$ cat src/rtl/hazard_if.sv
`default_nettype none
// ============================================================================
//  Module   : hazard_if
//  Brief    : Decode/execute side signals exchanged with the hazard controller.
//             master = pipeline side (drives hazard sources, consumes controls)
//             slave  = hazard_ctrl (consumes hazard sources, drives controls)
//  Revision : 1.0  initial release
// ============================================================================
interface hazard_if;
    logic [4:0] id_rs1;
    logic [4:0] id_rs2;
    logic       id_uses_rs1;
    logic       id_uses_rs2;
    logic [4:0] ex_rd;
    logic       ex_mem_read;
    logic       ex_redirect;
    logic       ex_md_start;
    logic       md_done;
    logic       stall_if;
    logic       stall_id;
    logic       stall_ex;
    logic       flush_if_id;
    logic       flush_id_ex;
    logic       md_timeout;

    modport master (
        output id_rs1, id_rs2, id_uses_rs1, id_uses_rs2, ex_rd, ex_mem_read,
               ex_redirect, ex_md_start, md_done,
        input  stall_if, stall_id, stall_ex, flush_if_id, flush_id_ex, md_timeout
    );

    modport slave (
        input  id_rs1, id_rs2, id_uses_rs1, id_uses_rs2, ex_rd, ex_mem_read,
               ex_redirect, ex_md_start, md_done,
        output stall_if, stall_id, stall_ex, flush_if_id, flush_id_ex, md_timeout
    );
endinterface
`default_nettype wire

$ cat src/rtl/hazard_ctrl.sv
`default_nettype none
// ============================================================================
//  Module   : hazard_ctrl
//  Brief    : Stall/flush generator for the 5-stage core. Handles load-use
//             bubbles, multicycle MUL/DIV holds (with watchdog) and redirect
//             flushes stretched over the fetch BRAM latency.
//             Optional macro HAZARD_PERF_EN adds three saturating 32-bit
//             performance counters (load bubbles, MD stall cycles, IF flushes).
//  Revision : 1.0  initial release
// ============================================================================
module hazard_ctrl #(
    parameter int FETCH_LAT  = 1,
    parameter int MD_MAX_CYC = 34
) (
    input  wire logic  clk,
    input  wire logic  rst,
    hazard_if.slave    hz
`ifdef HAZARD_PERF_EN
    ,
    output logic [31:0] perf_load_stalls,
    output logic [31:0] perf_md_stalls,
    output logic [31:0] perf_flushes
`endif
);

    // One counter serves both the MD watchdog and the redirect countdown,
    // so it must hold the larger of the two limits.
    localparam int c_CNT_MAX_RAW = (MD_MAX_CYC > FETCH_LAT) ? MD_MAX_CYC : FETCH_LAT;
    localparam int c_CNT_MAX     = (c_CNT_MAX_RAW < 1) ? 1 : c_CNT_MAX_RAW;
    localparam int c_CNT_W       = $clog2(c_CNT_MAX + 1);

    localparam logic [c_CNT_W-1:0] c_FETCH_LAT = c_CNT_W'(FETCH_LAT);
    localparam logic [c_CNT_W-1:0] c_MD_MAX    = c_CNT_W'(MD_MAX_CYC);
    localparam logic [c_CNT_W-1:0] c_CNT_ONE   = c_CNT_W'(1);

    localparam logic [1:0] c_ST_RUN      = 2'd0;
    localparam logic [1:0] c_ST_MD_WAIT  = 2'd1;
    localparam logic [1:0] c_ST_REDIRECT = 2'd2;

    logic [1:0]         r_state;
    logic [1:0]         w_state_nxt;
    logic [c_CNT_W-1:0] r_cnt;
    logic [c_CNT_W-1:0] w_cnt_nxt;
    logic               r_md_timeout;
    logic               w_timeout_set;

    logic w_load_use;
    logic w_stall_if;
    logic w_stall_id;
    logic w_stall_ex;
    logic w_flush_if_id;
    logic w_flush_id_ex;

    // x0 is hardwired zero, so a load targeting it never creates a dependency.
    assign w_load_use = hz.ex_mem_read && (hz.ex_rd != 5'd0) &&
                        ((hz.id_uses_rs1 && (hz.id_rs1 == hz.ex_rd)) ||
                         (hz.id_uses_rs2 && (hz.id_rs2 == hz.ex_rd)));

    // State, shared counter and sticky watchdog flag.
    always_ff @(posedge clk or posedge rst) begin
        if (rst) begin
            r_state      <= c_ST_RUN;
            r_cnt        <= '0;
            r_md_timeout <= 1'b0;
        end else begin
            r_state <= w_state_nxt;
            r_cnt   <= w_cnt_nxt;
            if (w_timeout_set) begin
                r_md_timeout <= 1'b1;
            end
        end
    end

    // Next state: redirect beats MD start beats load-use while running.
    always_comb begin
        w_state_nxt   = r_state;
        w_cnt_nxt     = r_cnt;
        w_timeout_set = 1'b0;
        case (r_state)
            c_ST_RUN: begin
                if (hz.ex_redirect) begin
                    if (FETCH_LAT > 0) begin
                        w_state_nxt = c_ST_REDIRECT;
                        w_cnt_nxt   = c_FETCH_LAT;
                    end
                end else if (hz.ex_md_start && !hz.md_done) begin
                    w_state_nxt = c_ST_MD_WAIT;
                    w_cnt_nxt   = c_CNT_ONE;
                end
            end
            c_ST_MD_WAIT: begin
                if (hz.md_done) begin
                    w_state_nxt = c_ST_RUN;
                    w_cnt_nxt   = '0;
                end else if (r_cnt >= c_MD_MAX) begin
                    w_state_nxt   = c_ST_RUN;
                    w_cnt_nxt     = '0;
                    w_timeout_set = 1'b1;
                end else begin
                    w_cnt_nxt = r_cnt + c_CNT_ONE;
                end
            end
            c_ST_REDIRECT: begin
                if (hz.ex_redirect) begin
                    w_cnt_nxt = c_FETCH_LAT;
                end else if (r_cnt <= c_CNT_ONE) begin
                    w_state_nxt = c_ST_RUN;
                    w_cnt_nxt   = '0;
                end else begin
                    w_cnt_nxt = r_cnt - c_CNT_ONE;
                end
            end
            default: begin
                w_state_nxt = c_ST_RUN;
                w_cnt_nxt   = '0;
            end
        endcase
    end

    // Same-cycle controls from state and inputs; forced quiet while in reset.
    always_comb begin
        w_stall_if    = 1'b0;
        w_stall_id    = 1'b0;
        w_stall_ex    = 1'b0;
        w_flush_if_id = 1'b0;
        w_flush_id_ex = 1'b0;
        if (!rst) begin
            case (r_state)
                c_ST_RUN: begin
                    if (hz.ex_redirect) begin
                        w_flush_if_id = 1'b1;
                        w_flush_id_ex = 1'b1;
                    end else if (hz.ex_md_start) begin
                        // A same-cycle result needs no hold at all.
                        if (!hz.md_done) begin
                            w_stall_if = 1'b1;
                            w_stall_id = 1'b1;
                            w_stall_ex = 1'b1;
                        end
                    end else if (w_load_use) begin
                        w_stall_if    = 1'b1;
                        w_stall_id    = 1'b1;
                        w_flush_id_ex = 1'b1;
                    end
                end
                c_ST_MD_WAIT: begin
                    // EX holds the MD op, so redirect/load-use cannot occur here.
                    if (!hz.md_done && (r_cnt < c_MD_MAX)) begin
                        w_stall_if = 1'b1;
                        w_stall_id = 1'b1;
                        w_stall_ex = 1'b1;
                    end
                end
                c_ST_REDIRECT: begin
                    // ID holds a bubble, so load-use is not evaluated.
                    w_flush_if_id = 1'b1;
                    w_flush_id_ex = hz.ex_redirect;
                end
                default: begin
                    w_stall_if = 1'b0;
                end
            endcase
        end
    end

    assign hz.stall_if    = w_stall_if;
    assign hz.stall_id    = w_stall_id;
    assign hz.stall_ex    = w_stall_ex;
    assign hz.flush_if_id = w_flush_if_id;
    assign hz.flush_id_ex = w_flush_id_ex;
    assign hz.md_timeout  = r_md_timeout;

`ifdef HAZARD_PERF_EN
    // Only the load-use case raises stall_id together with flush_id_ex.
    logic w_perf_load;
    assign w_perf_load = w_stall_id && w_flush_id_ex;

    // Saturating event counters.
    always_ff @(posedge clk or posedge rst) begin
        if (rst) begin
            perf_load_stalls <= '0;
            perf_md_stalls   <= '0;
            perf_flushes     <= '0;
        end else begin
            if (w_perf_load && (perf_load_stalls != 32'hFFFF_FFFF)) begin
                perf_load_stalls <= perf_load_stalls + 32'd1;
            end
            if (w_stall_ex && (perf_md_stalls != 32'hFFFF_FFFF)) begin
                perf_md_stalls <= perf_md_stalls + 32'd1;
            end
            if (w_flush_if_id && (perf_flushes != 32'hFFFF_FFFF)) begin
                perf_flushes <= perf_flushes + 32'd1;
            end
        end
    end
`endif

endmodule
`default_nettype wire

$ cat src/flat_wrapper.sv
// flat-port wrapper written by rule: the top's interface ports become plain ports
module hazard_ctrl_flat 
#(
    parameter int FETCH_LAT  = 1,
    parameter int MD_MAX_CYC = 34
)
  (clk, rst, hz_id_rs1, hz_id_rs2, hz_id_uses_rs1, hz_id_uses_rs2, hz_ex_rd, hz_ex_mem_read, hz_ex_redirect, hz_ex_md_start, hz_md_done, hz_stall_if, hz_stall_id, hz_stall_ex, hz_flush_if_id, hz_flush_id_ex, hz_md_timeout);
  hazard_if hz_i ();
  input  wire logic clk;
  input  wire logic rst;
  input wire logic [$bits(hz_i.id_rs1)-1:0] hz_id_rs1;
  input wire logic [$bits(hz_i.id_rs2)-1:0] hz_id_rs2;
  input wire logic [$bits(hz_i.id_uses_rs1)-1:0] hz_id_uses_rs1;
  input wire logic [$bits(hz_i.id_uses_rs2)-1:0] hz_id_uses_rs2;
  input wire logic [$bits(hz_i.ex_rd)-1:0] hz_ex_rd;
  input wire logic [$bits(hz_i.ex_mem_read)-1:0] hz_ex_mem_read;
  input wire logic [$bits(hz_i.ex_redirect)-1:0] hz_ex_redirect;
  input wire logic [$bits(hz_i.ex_md_start)-1:0] hz_ex_md_start;
  input wire logic [$bits(hz_i.md_done)-1:0] hz_md_done;
  output wire logic [$bits(hz_i.stall_if)-1:0] hz_stall_if;
  output wire logic [$bits(hz_i.stall_id)-1:0] hz_stall_id;
  output wire logic [$bits(hz_i.stall_ex)-1:0] hz_stall_ex;
  output wire logic [$bits(hz_i.flush_if_id)-1:0] hz_flush_if_id;
  output wire logic [$bits(hz_i.flush_id_ex)-1:0] hz_flush_id_ex;
  output wire logic [$bits(hz_i.md_timeout)-1:0] hz_md_timeout;
  assign hz_i.id_rs1 = hz_id_rs1;
  assign hz_i.id_rs2 = hz_id_rs2;
  assign hz_i.id_uses_rs1 = hz_id_uses_rs1;
  assign hz_i.id_uses_rs2 = hz_id_uses_rs2;
  assign hz_i.ex_rd = hz_ex_rd;
  assign hz_i.ex_mem_read = hz_ex_mem_read;
  assign hz_i.ex_redirect = hz_ex_redirect;
  assign hz_i.ex_md_start = hz_ex_md_start;
  assign hz_i.md_done = hz_md_done;
  assign hz_stall_if = hz_i.stall_if;
  assign hz_stall_id = hz_i.stall_id;
  assign hz_stall_ex = hz_i.stall_ex;
  assign hz_flush_if_id = hz_i.flush_if_id;
  assign hz_flush_id_ex = hz_i.flush_id_ex;
  assign hz_md_timeout = hz_i.md_timeout;
  hazard_ctrl #(.FETCH_LAT(FETCH_LAT), .MD_MAX_CYC(MD_MAX_CYC)) u_core (.clk(clk), .rst(rst), .hz(hz_i));
endmodule
$ cat config.mk
export PLATFORM = sky130hd
export DESIGN_NAME = hazard_ctrl_flat
export DESIGN_NICKNAME = d
export VERILOG_FILES = /design/src/rtl/hazard_if.sv /design/src/rtl/hazard_ctrl.sv /design/src/flat_wrapper.sv
export SDC_FILE = /design/constraint.sdc
export NUM_CORES = 1
export LEC_CHECK = 0
export ABC_CLOCK_PERIOD_IN_PS = 4880
export CAP_MARGIN = 15
export CORE_ASPECT_RATIO = 1.1
export CORE_MARGIN = 2
export CORE_UTILIZATION = 48
export CTS_BUF_LIST = sky130_fd_sc_hd__clkbuf_8 sky130_fd_sc_hd__clkbuf_16
export CTS_CLUSTER_DIAMETER = 150
export DETAILED_ROUTE_END_ITERATION = 8
export HOLD_SLACK_MARGIN = 0.03
export PLACE_DENSITY = 0.83
export SLEW_MARGIN = 40
export SYNTH_ARGS = -nofsm -noshare
export SYNTH_HDL_FRONTEND = slang
export SYNTH_SLANG_ARGS = --single-unit
$ cat constraint.sdc
create_clock -name clk -period 4.88 [get_ports clk]
set_clock_uncertainty 0.05 [all_clocks]
set_input_delay 1.22 -clock clk [delete_from_list [all_inputs] [get_ports clk]]
set_output_delay 1.22 -clock clk [all_outputs]
set_load 0.01 [all_outputs]
==> reports/qor.csv <==
stage,metric,value,unit
status,status,finished clean,
clock_network,Root Buffer Master,clkbuf_8,
sta,Final min period,4.51,ns
floorplan,io pins,29,
critical_path,worst r2r src,u_core.r_cnt[0],
floorplan,Die Wd,44.7,µm
clock_network,Post-CTS Setup Inserts,0,
pwr,total power,0.488,mW
layout,Final Core Density,68.8,%
floorplan,CORE AREA,1740,µm²
global_route,vias in the first global route,906,
pwr,Seq pwr share,31.2,%
clock_network,Skew-Pair Late Insertion Delay,0.24,ns
synth,syn nets,127,
pwr,peak supply drop,0.177,mV
critical_path,CP Max Fanout,4,
global_route,all-layer global routing usage,23.1,%
job,max-cap violation count,0,
clock_network,H-tree depth,1,
floorplan,full die area,2180,µm²
floorplan,placement row count,16,
clock_network,hold bufs inserted after CTS,0,
pwr,clock share of power,18.5,%
pwr,Comb power frac,50.3,%
worst_hold_path,Hold/Removal Path Class,flop to flop,
sta,final period utilization,92.4,%
global_route,largest net degree at the start of global routing,11,
global_route,global-route wire length before repair,3710,µm
clock_network,CTS tree,done,
synth,post-synthesis register bit count,9,
sta,Worst Tran Pin Value,0.367,ns
clock_network,Bufs on Longest Clock Path,2,
clock_network,Resized cells post-CTS,0,
clock_network,cts bufs inserted,3,
placed_design,HPWL Detailed,1700,µm
sta,Fmax,222,MHz
global_route,initial antenna violation count,0,
drt,ANT nets after route,0,
critical_path,Critical Path AT,3.24,ns
synth,register area share after synthesis,25.7,%
critical_path,worst reg2reg path depth,6,
sta,setup violators final,0,
sta,Final TNS setup,0,ns
synth,Cells after Synth,100,
clock_network,CTS Sinks,9,
placed_design,# port buffers,28,
worst_hold_path,Worst Hold Depth,1,
layout,layout cells sized above 1,8.53,%
critical_path,crit path capture type,output port,
drt,total vias in the final route,894,
critical_path,Required @ worst endpoint,3.61,ns
drt,Via density,6.08,
clock_network,clk slew on worst S/H paths,0.05,ns
drt,drt initial violations,22,
layout,Area Growth Syn to Fin,36.7,%
sta,RSZ-0062 raised after global routing,no,
pwr,internal power,0.283,mW
drt,# DRC,0,
layout,Ant. Diodes,0,
placed_design,post-place setup slack,0.362,ns
sta,Rel. slew slack,75.3,%
floorplan,Die Span Y,48.8,µm
drt,routed len/inst,14.6,µm
synth,post-synthesis cell area,876,µm²
drt,drt pass-1 iters,4,
worst_hold_path,Hold EP,u_core.hz.md_timeout,
pwr,PwrDens,408,nW/µm²
synth,synth unique cells,40,
critical_path,FF-to-FF setup slack,2.68,ns
floorplan,initial core utilization,50.3,%
pwr,P_sw,0.205,mW
pwr,Sw Share,41.9,%
critical_path,CP startpoint kind,primary input,
pwr,leakage,0.480,nW
global_route,grt total ovfl,0,
placed_design,GP Congestion,0.868,
layout,Final nets,157,
sta,final hold violations,0,
critical_path,reg2reg end,u_core.r_cnt[0],
sta,final worst slack,0.371,ns
sta,Slew Limit Fails,0,
critical_path,critical path type,primary input to output port,
worst_hold_path,hold wc startpoint,u_core.hz.md_timeout,
synth,"Warnings, synthesis",0,
sta,worst hold slack,0.431,ns
drt,Routed WL,2140,µm
synth,post-synthesis area per instance,8.76,µm²
-- worst max-delay path by stage --
stage | from | endpoint | slack, ns
after floorplan | hz_md_done | hz_stall_if | 1.12
final | hz_md_done | hz_stall_if | 0.37
after detailed placement | hz_md_done | hz_stall_if | 0.36
after global placement | hz_md_done | hz_stall_id | 0.42
after global routing | hz_md_done | hz_stall_id | 0.26
after CTS | hz_md_done | hz_stall_if | 0.35
-- synth_stat cells --
library cell | instances | share of area, %
dfrtp_1 | 9 | 26
xor2_1 | 8 | 8.0
inv_1 | 5 | 2.1
nand2_1 | 5 | 2.1
nor3_1 | 5 | 2.9
o21ai_0 | 5 | 2.9
ha_1 | 4 | 5.7
nor2_1 | 4 | 1.7
a21oi_1 | 3 | 1.7
nor2b_1 | 3 | 2.1
o21bai_1 | 3 | 2.6
o22a_1 | 3 | 3.0
o22ai_1 | 3 | 2.1
xnor2_1 | 3 | 3.0
a21o_1 | 2 | 1.7
and2b_1 | 2 | 1.7
buf_6 | 2 | 2.6
nand2b_1 | 2 | 1.4
nand3_1 | 2 | 1.1
nor4_1 | 2 | 1.4
o211ai_1 | 2 | 1.7
or3_1 | 2 | 1.4
or3b_2 | 2 | 2.0
or4_1 | 2 | 1.7
or4b_1 | 2 | 2.3
a22oi_2 | 1 | 1.4
a32oi_1 | 1 | 1.0
and2_0 | 1 | 0.71
and3_1 | 1 | 0.71
buf_4 | 1 | 0.86
clkbuf_1 | 1 | 0.43
mux2_2 | 1 | 1.3
nand3b_1 | 1 | 0.86
o21a_1 | 1 | 0.86
o21a_4 | 1 | 1.7
o21ba_2 | 1 | 1.1
o221ai_1 | 1 | 1.0
o2bb2ai_1 | 1 | 1.0
or2b_1 | 1 | 0.86
or4_4 | 1 | 1.3
-- per-stage QoR --
stage,instances,instance area (µm²)
6_report,147,1200
5_1_grt,147,1200
4_1_cts,147,1200
3_5_place_dp,143,1150
3_3_place_gp,143,1150
2_1_floorplan,100,876
-- worst max-delay path, cell delays in order --
cell	delay, ns
clkdlybuf4s50_1	0.45
or3b_2	0.50
a21o_1	0.17
a21oi_1	0.18
o21bai_1	0.15
clkdlybuf4s50_1	0.57
-- metal layers --
metal / wire length, µm / vias up / track usage [%] / part of all wire [%]
met5: 0 / - / 0 / 0
met4: 49 / 0 / 14.1 / 2.3
met2: 1220 / 36 / 43.2 / 57
li1: - / 423 / - / -
met3: 103 / 5 / 4.07 / 4.8
met1: 773 / 430 / 21.5 / 36
-- placed cells by master (no fill, tap or decap), drive strengths merged, types with 3 or more instances in the layout --
cell           synthesis  routed
clkdlybuf4s50          0      28
clkbuf                 1       3
or4                    3       3
o21bai                 3       3
nor2                   4       4
inv                    5       6
xor2                   8       8
nor3                   5       5
nor2b                  3       3
xnor2                  3       3
o22a                   3       3
dfrtp                  9       9
o22ai                  3       3
nand2                  5       5
a21oi                  3       3
o21ai                  5       5
ha                     4       4
-- state kept, by name (all words and copies together) (netlist names) --
name,cells
u_core.r_cnt,6
u_core.r_state,2
u_core.hz.md_timeout,1
-- area by class of cell --
| class | count | area [µm²] |
|---|---|---|
| multi-input cells | 82 | 598 |
| fillers | 149 | 544 |
| repair buffers | 29 | 288 |
| flip-flops and latches | 9 | 225 |
| clock buffers | 3 | 41.3 |
| well taps | 18 | 22.5 |
| inverters | 5 | 18.8 |
| clock inverters | 1 | 3.75 |
-- power by group through the flow --
stage | Sequential [mW] | Clock (mW) | Combinational [mW]
after detailed placement | 0.151 | 0 | 0.241
after floorplan | 0.125 | 0 | 0.206
after global routing | 0.158 | 0.0953 | 0.274
after global placement | 0.149 | 0 | 0.236
after CTS | 0.150 | 0.0896 | 0.246
final | 0.153 | 0.0902 | 0.245
-- kinds of logic after synthesis --
logic type / Yosys count / synth area share, %
buffers and inverters: 9 / 6.00
multiplexers: 1 / 1.29
adder cells (fa/ha/maj): 4 / 5.71
flip-flops: 9 / 25.7
AO/OA/AOI/OAI: 28 / 23.9
AND/OR/NAND/NOR: 38 / 26.4
XOR/XNOR: 11 / 11.0
No activity file was read; power rests on OpenSTA's default activity.
==> edit, RTL diff (config.mk and constraints unchanged) <==
`MD_MAX_CYC` is set to 34 in 2 places; all go to 68.
--- a/src/rtl/hazard_ctrl.sv
+++ b/src/rtl/hazard_ctrl.sv
@@ -11,5 +11,5 @@
 module hazard_ctrl #(
     parameter int FETCH_LAT  = 1,
-    parameter int MD_MAX_CYC = 34
+    parameter int MD_MAX_CYC = 68
 ) (
     input  wire logic  clk,
--- a/src/flat_wrapper.sv
+++ b/src/flat_wrapper.sv
@@ -3,5 +3,5 @@
 #(
     parameter int FETCH_LAT  = 1,
-    parameter int MD_MAX_CYC = 34
+    parameter int MD_MAX_CYC = 68
 )
   (clk, rst, hz_id_rs1, hz_id_rs2, hz_id_uses_rs1, hz_id_uses_rs2, hz_ex_rd, hz_ex_mem_read, hz_ex_redirect, hz_ex_md_start, hz_md_done, hz_stall_if, hz_stall_id, hz_stall_ex, hz_flush_if_id, hz_flush_id_ex, hz_md_timeout);
Formal check against the unedited RTL: no difference found for any inputs over 10 cycles, from zero or initial values and one cycle with rst high; that may be too few to reach the edited logic, so the function may still have changed.
==> edit against the original RTL <==
Setup slack worse by 72 ps. Design area is 7.2% higher. Power is 7.3% higher. Sequential cell count is 1 higher. First-iteration DRC count is 18% higher. Global-route usage is 0.86 points lower. Final cell count is 11% higher. Synthesized area is 11% higher. Register-to-register slack worse by 120 ps. Routed wire length is 9.1% higher. Synthesized cell count is 8.0% higher.
==> edit: results (changes against the original RTL) <==
[metrics] wire length of the first global-routing pass: 3.99 mm (was 3.71 mm)
[metrics] placed inst area: 1230 um2 (was 1150 um2)
[metrics] per-instance average area after synthesis: 9.00 um2 (was 8.76 um2)
[metrics] flip-flop count of the largest register after layout: 7 (was 6)
[metrics] net count after synthesis: 134 (was 127)
[metrics] static leakage: 0.503 nW (was 0.480 nW)
[metrics] origin of the worst setup path: hz_ex_rd[3] (was hz_md_done)
[metrics] Routed WL per cell: 14.3 um (was 14.6 um)
[metrics] Commonest cells post-synth: nor2_1, dfrtp_1, xor2_1 (was dfrtp_1, xor2_1)
[metrics] Placement Setup Slack: 271 ps (was 362 ps)
[metrics] min cycle time layout: 4580 ps (was 4510 ps)
[metrics] hold_ws: 435 ps (was 431 ps)
[metrics] post-layout instance count excluding filler cells: 163 (was 147)
[metrics] setup slack, reg-to-reg: 2560 ps (was 2680 ps)
[metrics] delay of the slowest cell on the worst path: 610 ps (was 570 ps)
[metrics] dominant cells by area after synthesis: dfrtp_1, xor2_1, nor2_1 (was dfrtp_1, xor2_1, ha_1)
[metrics] number of global-route vias before repair: 952 (was 906)
[metrics] number of different library cells in the post-synthesis netlist: 45 (was 40)
[metrics] worst r2r src: u_core.r_cnt[2] (was u_core.r_cnt[0])
[metrics] fraction of final layout cells sized beyond drive strength 1: 13.3% (was 8.53%)
[metrics] global placement routability congestion: 0.886 (was 0.868)
[metrics] Critical R2R Capture: u_core.r_cnt[4] (was u_core.r_cnt[0])
[metrics] sequential element share of the synthesized area: 25.7% (about the same)
[metrics] total via count in the routed design: 963 (was 894)
[metrics] detailed router's first-iteration violation count: 26 (was 22)
[metrics] number of synthesized flops with an enable pin: 0 (unchanged)
[metrics] total global routing track utilization: 22.2% (was 23.1%)
[metrics] maximum number of pins on one net before global-route repair: 12 (was 11)
[metrics] run status: completed (unchanged)
[metrics] Data arrival, critical path: 3310 ps (was 3240 ps)
[metrics] depth of the most critical reg-to-reg path: 4 (was 6)
[metrics] largest fanout on the critical path: 3 (was 4)
edit: cell count changes after synthesis, sizes merged, moves of 3 or more:
cell,before,now
o22ai,3,0
o22a,3,0
nor3,5,2
nor2,4,12
edit: cell families (layout without fill, tap and decap cells):
family,after synthesis,count (layout),share of synthesized area [%]
and+or+nand+nor,42,42,23.9
xor gates and xnor gates,11,11,9.91
DFF,10,10,25.7
AOI/OAI and AO/OA,29,29,26.3
adders and majority gates,3,3,3.86
muxes,1,1,1.16
buffers and inverters,12,39,9.14
edit: report_power, final:
group / switching [mW] / leakage, nW / internal (mW) / total (mW)
registers: 0.0555 / 0.129 / 0.110 / 0.165
logic: 0.125 / 0.346 / 0.130 / 0.255
clock network: 0.0328 / 0.0288 / 0.0709 / 0.104
edit: layer usage:
metal	vias to the layer above	track usage (%)	part of all wire, %
met4	0	7.41	1.0
li1	457	-	-
met1	467	25.6	37
met5	-	0	0
met2	35	40.4	58
met3	4	2.47	4.4
edit: cell type report:
| cell class | count | area, um2 |
|---|---|---|
| Fill cell | 175 | 673 |
| Tap cell | 28 | 35.0 |
| Inverter | 6 | 22.5 |
| Clock buffer | 4 | 55.1 |
| Multi-Input combinational cell | 86 | 633 |
| Sequential cell | 10 | 250 |
| Timing Repair Buffer | 29 | 288 |
edit: worst min path at each step:
stage                      endpoint  cells past startpoint
2_1_floorplan  u_core.hz.md_timeout                      1
3_3_place_gp   u_core.hz.md_timeout                      1
3_5_place_dp   u_core.hz.md_timeout                      1
4_1_cts        u_core.hz.md_timeout                      1
5_1_grt        u_core.hz.md_timeout                      1
6_report       u_core.hz.md_timeout                      1
edit: worst max-delay path: cells and delay by family:
kind / cells / cell delay (ps)
AO/OA/AOI/OAI: 2 / 500
XOR/XNOR: 1 / 190
AND/OR/NAND/NOR: 1 / 330
buffers and inverters: 2 / 1080
